### src/rtl/io_peripheral.sv
// io_peripheral: memory-mapped switches, debounced buttons with sticky edges, LED register, cycle timer and ID word.
// Define IO_PERIPH_IRQ_EN to add the IRQ_MASK register at 0x20 and the irq output.
module io_peripheral #(
    parameter logic [31:0] BASE_ADDR       = 32'h0000_0000,
    parameter int          NUM_SW          = 16,
    parameter int          NUM_BTN         = 5,
    parameter int          NUM_LED         = 16,
    parameter int          DEBOUNCE_CYCLES = 1000000,
    parameter logic [31:0] ID_VALUE        = 32'h494F_0001
) (
    input  logic               clk,
    input  logic               reset,
    input  logic [31:0]        io_address,
    input  logic [31:0]        io_write_value,
    output logic [31:0]        io_read_value,
    input  logic               io_write_en,
    input  logic               io_read_en,
    input  logic [2:0]         io_data_size,
    input  logic [NUM_SW-1:0]  sw,
    input  logic [NUM_BTN-1:0] btn,
    output logic [NUM_LED-1:0] led
`ifdef IO_PERIPH_IRQ_EN
    ,
    output logic               irq
`endif
);
    localparam int              PS_W   = $clog2(DEBOUNCE_CYCLES);
    localparam logic [PS_W-1:0] PS_MAX = PS_W'(DEBOUNCE_CYCLES - 1);

    localparam logic [3:0] OFF_SW    = 4'h0;
    localparam logic [3:0] OFF_BTN   = 4'h1;
    localparam logic [3:0] OFF_EDGE  = 4'h2;
    localparam logic [3:0] OFF_LED   = 4'h3;
    localparam logic [3:0] OFF_SET   = 4'h4;
    localparam logic [3:0] OFF_CLR   = 4'h5;
    localparam logic [3:0] OFF_TIMER = 4'h6;
    localparam logic [3:0] OFF_ID    = 4'h7;
    localparam logic [3:0] OFF_MASK  = 4'h8;

    logic [NUM_SW-1:0]  sw_meta, sw_s;
    logic [NUM_BTN-1:0] btn_meta, btn_s, sample, btn_db, edge_flags;
    logic [NUM_BTN-1:0] agree, db_next, rise, edge_clr, edge_next;
    logic [PS_W-1:0]    prescaler;
    logic               tick;
    logic [31:0]        timer, rd_data, led_wide, lane_wide;
    logic [NUM_LED-1:0] led_next;
    logic [3:0]         offset;
    logic               hit, wr_edge, wr_led, wr_set, wr_clr;
    logic               unused_lane;

    assign offset  = io_address[5:2];
    assign hit     = (io_address[31:6] == BASE_ADDR[31:6]);
    assign tick    = (prescaler == PS_MAX);
    assign wr_edge = io_write_en && hit && (offset == OFF_EDGE);
    assign wr_led  = io_write_en && hit && (offset == OFF_LED);
    assign wr_set  = io_write_en && hit && (offset == OFF_SET);
    assign wr_clr  = io_write_en && hit && (offset == OFF_CLR);

    // A debounced bit only moves when two consecutive tick samples agree; a
    // rising debounced bit sets its edge flag in the same cycle, and wins over a W1C.
    always_comb begin
        agree   = ~(btn_s ^ sample);
        db_next = btn_db;
        if (tick)
            db_next = (agree & sample) | (~agree & btn_db);
        rise      = db_next & ~btn_db;
        edge_clr  = wr_edge ? io_write_value[NUM_BTN-1:0] : {NUM_BTN{1'b0}};
        edge_next = (edge_flags & ~edge_clr) | rise;
    end

    // LED lanes are merged in a 32-bit view so lanes above NUM_LED fall away on truncation.
    always_comb begin
        led_wide              = '0;
        led_wide[NUM_LED-1:0] = led;
        lane_wide             = led_wide;
        case (io_data_size)
            3'b000:  lane_wide[{io_address[1:0], 3'b000} +: 8] = io_write_value[7:0];
            3'b001:  lane_wide[{io_address[1], 4'b0000} +: 16] = io_write_value[15:0];
            default: lane_wide = io_write_value;
        endcase
        led_next = led;
        if (wr_led)
            led_next = lane_wide[NUM_LED-1:0];
        else if (wr_set)
            led_next = led | io_write_value[NUM_LED-1:0];
        else if (wr_clr)
            led_next = led & ~io_write_value[NUM_LED-1:0];
    end

    assign unused_lane = ^lane_wide;

`ifdef IO_PERIPH_IRQ_EN
    logic [NUM_BTN-1:0] irq_mask;
    logic               wr_mask;
    assign wr_mask = io_write_en && hit && (offset == OFF_MASK);

    always_ff @(posedge clk) begin
        if (reset) begin
            irq_mask <= '0;
            irq      <= 1'b0;
        end else begin
            if (wr_mask)
                irq_mask <= io_write_value[NUM_BTN-1:0];
            irq <= |(edge_flags & irq_mask);
        end
    end
`endif

    always_comb begin
        rd_data = '0;
        if (hit) begin
            case (offset)
                OFF_SW:    rd_data[NUM_SW-1:0]  = sw_s;
                OFF_BTN:   rd_data[NUM_BTN-1:0] = btn_db;
                OFF_EDGE:  rd_data[NUM_BTN-1:0] = edge_flags;
                OFF_LED:   rd_data[NUM_LED-1:0] = led;
                OFF_TIMER: rd_data = timer;
                OFF_ID:    rd_data = ID_VALUE;
`ifdef IO_PERIPH_IRQ_EN
                OFF_MASK:  rd_data[NUM_BTN-1:0] = irq_mask;
`endif
                default:   rd_data = '0;
            endcase
        end
    end

    always_ff @(posedge clk) begin
        if (reset) begin
            sw_meta       <= '0;
            sw_s          <= '0;
            btn_meta      <= '0;
            btn_s         <= '0;
            prescaler     <= '0;
            sample        <= '0;
            btn_db        <= '0;
            edge_flags    <= '0;
            led           <= '0;
            timer         <= '0;
            io_read_value <= '0;
        end else begin
            sw_meta    <= sw;
            sw_s       <= sw_meta;
            btn_meta   <= btn;
            btn_s      <= btn_meta;
            prescaler  <= tick ? '0 : prescaler + PS_W'(1);
            if (tick)
                sample <= btn_s;
            btn_db     <= db_next;
            edge_flags <= edge_next;
            led        <= led_next;
            timer      <= timer + 32'd1;
            if (io_read_en)
                io_read_value <= rd_data;
        end
    end
endmodule

### config.mk
export PLATFORM = sky130hd
export DESIGN_NAME = io_peripheral
export DESIGN_NICKNAME = d
export VERILOG_FILES = /design/src/rtl/io_peripheral.sv
export SDC_FILE = /design/constraint.sdc
export NUM_CORES = 1
export LEC_CHECK = 0
export BUFFER_PORTS_ARGS = -buffer_cell sky130_fd_sc_hd__clkbuf_2
export CORE_ASPECT_RATIO = 0.75
export CORE_MARGIN = 2
export CORE_UTILIZATION = 25
export CTS_CLUSTER_SIZE = 12
export DETAILED_ROUTE_END_ITERATION = 12
export SLEW_MARGIN = 40
export SYNTH_ARGS = -nofsm -noshare
export SYNTH_HDL_FRONTEND = slang
export SYNTH_SLANG_ARGS = --single-unit
### constraint.sdc
create_clock -name clk -period 3.45 [get_ports clk]
set_clock_uncertainty 0.15 [all_clocks]
set_input_delay 0.5175 -clock clk [delete_from_list [all_inputs] [get_ports clk]]
set_output_delay 0.5175 -clock clk [all_outputs]
set_load 0.02 [all_outputs]
==> results.yml, run 1 <==
job:
  maxCapViolCount: 0
yosys:
  synth_warnings: 0
  ys_ff_latch: 157
  syn_avg_cell_area_um2: 8.69
  synth_nets: 925
  async_flop_share_pct: 0
  yosysSeqAreaShare_pct: 43.7
  synth-compound-area-share_pct: 18.1
  synth_top_family_by_area: "simple AND/OR/NAND/NOR gates"
  synth_area_leaders: "dfxtp_1 (44%), nor2b_1 (5.6%), a21oi_1 (5.1%)"
  synth-xor-area-share_pct: 4.99
  yosys.area.top_type: "dfxtp_1"
  synth_cells: 828
  synth_top_area_share_pct: 43.7
  muxShareOfSynthArea_pct: 0.765
  synth_ff_type: "dfxtp_1"
  netlist_area_um2: 7200
  synth-edff-count: 0
  yosysUniqueCellTypes: 56
  synth-simple-area-share_pct: 26.7
  synthAdderAreaFrac_pct: 0.869
timing:
  fin_ws_ns: 0.840
  fmax_ghz: 0.383
  finalSetupTns_ns: 0
  final-setup-viol-count: 0
  grt_setup_unrepaired: "no"
  fin_crit_sh_pct: 75.6
  slew_headroom_pct: 47.7
  drv_slew: 0
  worst_pin_slew_ns: 0.785
  fin_crit_ns: 2.61
  hold_viol_final: 0
setup_path:
  crit_arrival_ns: 2.74
  critical_path.max_stage_delay_ns: 0.53
  crit_buf_inv: 0
  crit_slowest_cell: "nand2b_1"
  path_cells: "nor4b_1, nand4_1, or2_2, nand2b_1, nor2_1"
  worstPathRequired_ns: 3.58
  path_delay_family: "simple AND/OR/NAND/NOR gates"
  end_kind: "register"
  path_class: "reg2reg"
  worstPathMaxFanout: 19
  start_kind: "register"
route:
  top_layer: "met4"
  drc: 0
  totalWireLength_mm: 20.7
  met1_length_mm: 11.0
  viasPerCell: 4.75
  wl_met2_mm: 8.10
  dr.pass1.iters: 7
  dr_wl_met3_mm: 1.47
  vias: 6310
  wl_per_cell_um: 15.6
  ant_nets: 0
  first_iter_violations: 465
global_route:
  grt_overflow: 0
  grt_pass1_wl_mm: 32.2
  grt_use_total_pct: 13.8
  grt_pass1_vias: 5792
  antenna_found_initial: 0
  grt_max_degree: 139
final_layout:
  drive_gt1_share_pct: 20.6
  layout_common_cells: "dfxtp_1 (157), clkbuf_2 (122), nand2_1 (77)"
  syn2layout_area_growth_pct: 22.8
  antenna-diode-count: 0
  final_common_cell: "dfxtp_1"
  fillCellCount: 2942
  layout.nets: 1028
clock_network:
  cts_sinks: 157
  root_buffer: "clkbuf_16"
  clk_latency_ns: 0.43
  ctsResizeCount: 0
  cts_hold_buf: 0
  clk_path_buf_depth: 2
  cts_setup_buffers: 0
  tritoncts: "yes"
  cts_made_buffers: 17
  h-tree-depth: 4
  cts.clk_slew.worst_paths_ns: 0.07
power:
  pwr-share-clk_pct: 49.0
  power.switching_uw: 999
  power_density_nw_per_um2: 463
  total_power_mw: 4.10
  power.leakage_nw: 3.27
  switching_share_pct: 24.4
  pwr-share-comb_pct: 5.7
  vdd_drop_max_uv: 265
  p_int_mw: 3.10
  seq_power_share_pct: 45.3
die:
  die-area_um2: 30200
  core_um2: 28200
  num_io_pins: 140
  start_util_pct: 25.5
  fp.dieH_um: 151
  row_count: 53
  die_x_um: 200
placement:
  place.gp.congestion: 0.853
  numPortBuffers: 123
  dp.final_hpwl_mm: 14.6
  place_ws_ns: 0.652
status:
  status: "finished clean"
worst_hold_path:
  min-delay-path-class: "in2reg"
cells in the mapped netlist (16+ instances only):
cell type / count
xnor2_1: 17
a211oi_1: 17
xor2_1: 24
inv_1: 34
clkbuf_1: 35
a21oi_1: 73
o221ai_1: 16
o31ai_1: 18
dfxtp_1: 157
nand3_1: 20
nand2_1: 77
o21ai_0: 26
nor2b_1: 64
nor2_1: 64
through the flow:
stage	instance area (um^2)	hold WS, ns	std cells	utilization, %
final	8840	0.150	1329	31.4
after global routing	8840	0.146	1329	31.4
after CTS	8840	0.137	1329	31.4
after detailed placement	8220	0.273	1297	29.1
after global placement	8220	0.267	1297	29.1
after floorplan	7200	0.264	828	-
layout make-up:
class	instances	area, um^2	share of cell area (%)
Tap cell	385	482	5.45
Clock buffer	17	425	4.81
Sequential cell	157	3140	35.5
Inverter	34	128	1.44
Clock inverter	15	203	2.29
Multi-Input combinational cell	585	3730	42.2
Timing Repair Buffer	136	728	8.23
power groups by stage:
stage / combinational, mW / sequential, mW / clock [mW]
2_1_floorplan: 0.131 / 1.89 / 0
3_5_place_dp: 0.230 / 1.90 / 0
5_1_grt: 0.256 / 1.86 / 2.13
6_report: 0.232 / 1.86 / 2.01
3_3_place_gp: 0.227 / 1.90 / 0
4_1_cts: 0.231 / 1.86 / 2.05
metal layers:
layer	up-vias	global-route usage [%]
met2	220	18.9
met1	2925	21.3
met3	7	3.43
met4	0	2.81
met5	-	0
li1	3158	-
cell families after synthesis:
family / count (synthesis)
adder cells (fa/ha/maj): 5
AO/OA/AOI/OAI: 204
flip-flops: 157
XOR/XNOR: 41
AND/OR/NAND/NOR: 332
multiplexers: 3
buffers and inverters: 86
worst paths after layout:
path | slack [ns] | start | end | depth (start not counted)
min reg2reg | 0.29 | sw_meta[13] | sw_s[13] | 1
min | 0.15 | sw[11] | sw_meta[11] | 2
max | 0.84 | prescaler[12] | prescaler[10] | 5
max reg2reg | 0.84 | prescaler[12] | prescaler[10] | 5
Note: power is estimated with default switching activity, not from simulation.
==> inputs of run 2 (changes only) <==
Clock period 3.45 ns to 2.2 ns, I/O delays scaled along.
==> run 2 against run 1 <==
Maximum frequency grew 31%. Combinational power is 74% higher. Design area rose by 4.2%. First-iteration DRC count up 28%. Clock-buffer cell count did not move. Sequential cell count unchanged. Hold slack worse by 0.13 ns. Setup slack worse by 0.64 ns. Sequential power grew 56%. Routed wire length down 0.65%. Total power up 57%. Critical endpoint is now timer[24]. Largest power group unchanged.
==> results.yml, run 2 (synthesis gave the netlist of run 1 again) <==
clock_network:
  h-tree-depth: 4
  cts.clk_slew.worst_paths_ns: 0.06
  cts_sinks: 157
  cts_made_buffers: 17
  root_buffer: "clkbuf_16"
  clk_path_buf_depth: 2
  cts_hold_buf: 15
  clk_latency_ns: 0.43
  ctsResizeCount: 0
  tritoncts: "yes"
  cts_setup_buffers: 0
global_route:
  grt_max_degree: 66
  grt_use_total_pct: 13.7
  grt_overflow: 0
  grt_pass1_vias: 5793
  antenna_found_initial: 1
  grt_pass1_wl_mm: 31.8
setup_path:
  worstPathMaxFanout: 6
  end_kind: "register"
  worstPathRequired_ns: 2.35
  path_class: "reg2reg"
  critical_path.max_stage_delay_ns: 0.43
  start_kind: "register"
  path_cells: "ha_1, buf_4, and3_1, nand3_1, nor4_1, xnor2_1, nor2_1"
  crit_slowest_cell: "dfxtp_1"
  crit_arrival_ns: 2.15
final_layout:
  final_common_cell: "dfxtp_1"
  layout.nets: 1068
  layout_common_cells: "dfxtp_1 (157), clkbuf_2 (122), nand2_1 (77)"
  final_cell_area_um2: 9210
  fillCellCount: 2927
  syn2layout_area_growth_pct: 28.0
  antenna-diode-count: 0
  drive_gt1_share_pct: 22.3
worst_hold_path:
  min-delay-path-class: "in2reg"
timing:
  fin_crit_sh_pct: 90.8
  hold_viol_final: 0
  fmax_ghz: 0.501
  fin_crit_ns: 2.00
  grt_setup_unrepaired: "no"
  worst_pin_slew_ns: 0.664
  slew_headroom_pct: 55.7
  final-setup-viol-count: 0
  drv_slew: 0
  fin_ws_ns: 0.202
die:
  fp.dieH_um: 151
  die_x_um: 200
  die-area_um2: 30200
  row_count: 53
  start_util_pct: 25.5
  core_um2: 28200
  num_io_pins: 140
route:
  drc: 0
  first_iter_violations: 596
  viasPerCell: 4.72
  totalWireLength_mm: 20.6
  dr.pass1.iters: 5
  vias: 6456
  wl_per_cell_um: 15.0
  ant_nets: 0
power:
  switching_share_pct: 24.0
  p_int_mw: 4.89
  power_density_nw_per_um2: 698
  total_power_mw: 6.43
  pwr-share-clk_pct: 48.5
  vdd_drop_max_uv: 533
  pwr-share-comb_pct: 6.3
  seq_power_share_pct: 45.2
  power.switching_mw: 1.55
  power.leakage_nw: 3.46
placement:
  dp.final_hpwl_mm: 14.8
  place_ws_ns: -0.0521
  place.gp.congestion: 0.871
  numPortBuffers: 123
  place_area_um2: 8440
status:
  status: "finished clean"
job:
  maxCapViolCount: 0
## run 2: per-layer routing
| metal | wire [um] | GRT usage [%] | up-vias |
|---|---|---|---|
| met1 | 10700 | 21.0 | 2941 |
| met3 | 1590 | 3.34 | 16 |
| met5 | 13 | 0 | - |
| met4 | 163 | 3.56 | 2 |
| met2 | 8060 | 18.7 | 263 |
| li1 | - | - | 3234 |
## run 2: cell type report
cell class,count,area (um^2),area share (%)
Clock inverter,15,196,2.13
Timing Repair Buffer,176,1100,12.0
Clock buffer,17,425,4.62
Multi-Input combinational cell,585,3730,40.5
Inverter,34,128,1.39
Tap cell,385,482,5.23
Sequential cell,157,3140,34.1
## run 2: critical path: cells and delay by family (launching register included)
family,cells,cell delay [ns]
XOR/XNOR,1,0.18
buffers and inverters,1,0.14
AND/OR/NAND/NOR,4,0.77
flip-flops,1,0.43
adder cells (fa/ha/maj),1,0.20
## run 2: path summary, 6_finish.rpt
path,from,end,slack (ns),cells past startpoint
hold / removal,sw[7],sw_meta[7],0.02,2
hold reg to reg,btn_meta[2],btn_s[2],0.28,1
setup / recovery,timer[1],timer[24],0.20,7
setup reg to reg,timer[1],timer[24],0.20,7
## run 2: power groups by stage
stage	clock (mW)	sequential [mW]	combinational, mW
6_report	3.12	2.91	0.404
5_1_grt	3.32	2.91	0.443
4_1_cts	3.19	2.91	0.402
3_5_place_dp	0	2.97	0.380
3_3_place_gp	0	2.97	0.379
2_1_floorplan	0	2.97	0.206
## run 2: metrics by stage
stage	setup TNS (ns)	cells	utilization, %	hold slack [ns]
final	0	1369	32.7	0.0219
after global routing	0	1369	32.7	0.00443
after CTS	0	1369	32.7	0.00227
after detailed placement	-0.483	1322	29.9	0.272
after global placement	-0.106	1322	29.9	0.266
after floorplan	0	828	-	0.264
==> inputs of run 3 (changes only) <==
Settings changed: CELL_PAD_IN_SITES_DETAIL_PLACEMENT from default to 2, CELL_PAD_IN_SITES_GLOBAL_PLACEMENT from default to 2, PLACE_DENSITY_LB_ADDON from default to 0.1.
==> run 3 against run 2 <==
First-iteration DRC count fell by 55%. Hold slack got worse by 0.0058 ns. Global-route usage rose by 3.9 points. Critical endpoint is now timer[26]. Die area did not move. Largest power group unchanged. Register-to-register slack barely moved. Combinational power rose by 9.4%. Routed wire length rose by 22%. Clock power fell by 2%. Sequential power barely moved. Utilization rose by 0.68 points. Sequential cell count did not move. Clock-buffer cell count rose by 1.
==> results.yml, run 3 (synthesis gave the netlist of run 1 again) <==
clock_network:
  cts_sinks: 157
  clk_latency_ns: 0.44
  h-tree-depth: 4
  cts_made_buffers: 17
  tritoncts: "yes"
  root_buffer: "clkbuf_16"
  clk_path_buf_depth: 2
  cts.clk_slew.worst_paths_ns: 0.07
timing:
  slew_headroom_pct: 62.4
  fin_crit_sh_pct: 90.2
  grt_setup_unrepaired: "no"
  final-setup-viol-count: 0
  hold_viol_final: 0
  fin_crit_ns: 1.98
  hold_slack_ns: 0.0161
  fmax_ghz: 0.504
  finalSetupTns_ns: 0
  worst_pin_slew_ns: 0.562
  fin_ws_ns: 0.216
  drv_slew: 0
setup_path:
  end_kind: "register"
  path_class: "reg2reg"
  start_kind: "register"
  worstPathMaxFanout: 7
  path_cells: "nand4_2, buf_4, or3_1, nor4_1, xnor2_1, nor2_1"
  critical_path.max_stage_delay_ns: 0.45
  crit_slowest_cell: "or3_1"
  crit_arrival_ns: 2.15
  worstPathRequired_ns: 2.37
die:
  fp.dieH_um: 151
  core_um2: 28200
  die-area_um2: 30200
  die_x_um: 200
  row_count: 53
  num_io_pins: 140
  start_util_pct: 25.5
worst_hold_path:
  min-delay-path-class: "in2reg"
final_layout:
  final_cell_area_um2: 9410
  final_core_util_pct: 33.4
  layout_common_cells: "dfxtp_1 (157), clkbuf_2 (122), nand2_1 (77)"
  final_common_cell: "dfxtp_1"
  final_cells: 1395
  layout.nets: 1094
  syn2layout_area_growth_pct: 30.6
  drive_gt1_share_pct: 23.9
  antenna-diode-count: 0
power:
  p_int_mw: 4.80
  power.leakage_nw: 3.57
  power.switching_mw: 1.61
  pwr-share-comb_pct: 6.9
  power_density_nw_per_um2: 682
  pwr-share-clk_pct: 47.8
  total_power_mw: 6.41
  switching_share_pct: 25.1
  vdd_drop_max_uv: 450
  seq_power_share_pct: 45.3
status:
  status: "finished clean"
route:
  ant_nets: 0
  wl_per_cell_um: 18.0
  vias: 6657
  viasPerCell: 4.77
  dr.pass1.iters: 5
  drc: 0
  totalWireLength_mm: 25.1
  first_iter_violations: 267
job:
  maxCapViolCount: 0
global_route:
  antenna_found_initial: 0
  grt_use_total_pct: 17.6
  grt_pass1_vias: 7067
  grt_max_degree: 72
  grt_overflow: 0
  grt_pass1_wl_mm: 40.6
placement:
  place.gp.congestion: 0.736
  place_area_um2: 8620
  numPortBuffers: 123
  dp.final_hpwl_mm: 17.9
  place_ws_ns: -0.114
  dp.cells: 1344
run 3: cell types whose count changed in the layout (fill, tap and decap cells not counted), moves of 2 or more:
| cell | change |
|---|---|
| inv_6 | -3 |
| dlygate4sd3_1 | +4 |
| buf_4 | +21 |
| clkinvlp_4 | +2 |
run 3: critical path: cells and delay by family (launching register included):
family / cells / cell delay, ns
xor gates and xnor gates: 1 / 0.16
buffers and inverters: 1 / 0.19
DFF: 1 / 0.41
and+or+nand+nor: 4 / 0.96
run 3: cell type report:
cell class | count | area [um^2]
Inverter | 34 | 128
Sequential cell | 157 | 3140
Clock inverter | 14 | 158
Timing Repair Buffer | 202 | 1320
Fill cell | 3254 | 18800
Tap cell | 385 | 482
Clock buffer | 18 | 439
Multi-Input combinational cell | 585 | 3730
run 3: metal layers:
metal	global-route usage, %	vias to the layer above	wire (um)
met1	24.6	3254	13000
met3	3.83	13	904
met5	0	-	0
met4	3.85	0	177
li1	-	3291	-
met2	27.7	99	11100
run 3: worst paths after layout:
check / end / slack [ns] / startpoint / cells after the start
max: timer[26] / 0.22 / timer[16] / 6
min: btn_meta[4] / 0.02 / btn[4] / 2
max reg2reg: timer[26] / 0.22 / timer[16] / 6
min reg2reg: btn_s[0] / 0.29 / btn_meta[0] / 1
run 3: timing repair:
| item | 4_1_cts | 5_1_grt |
|---|---|---|
| endpoints found under the setup margin | 0 | 0 |
| endpoints found under the hold margin | 19 | 0 |
| hold buffers | 19 | 0 |
| gates resized for setup | 0 | 0 |
| setup buffers | 0 | 0 |
run 3: power by group through the flow:
stage / Clock, mW / Combinational (mW) / Sequential (mW)
after CTS: 3.18 / 0.449 / 2.91
after global placement: 0 / 0.416 / 2.97
after detailed placement: 0 / 0.420 / 2.97
after floorplan: 0 / 0.206 / 2.97
final: 3.07 / 0.442 / 2.91
after global routing: 3.32 / 0.491 / 2.91
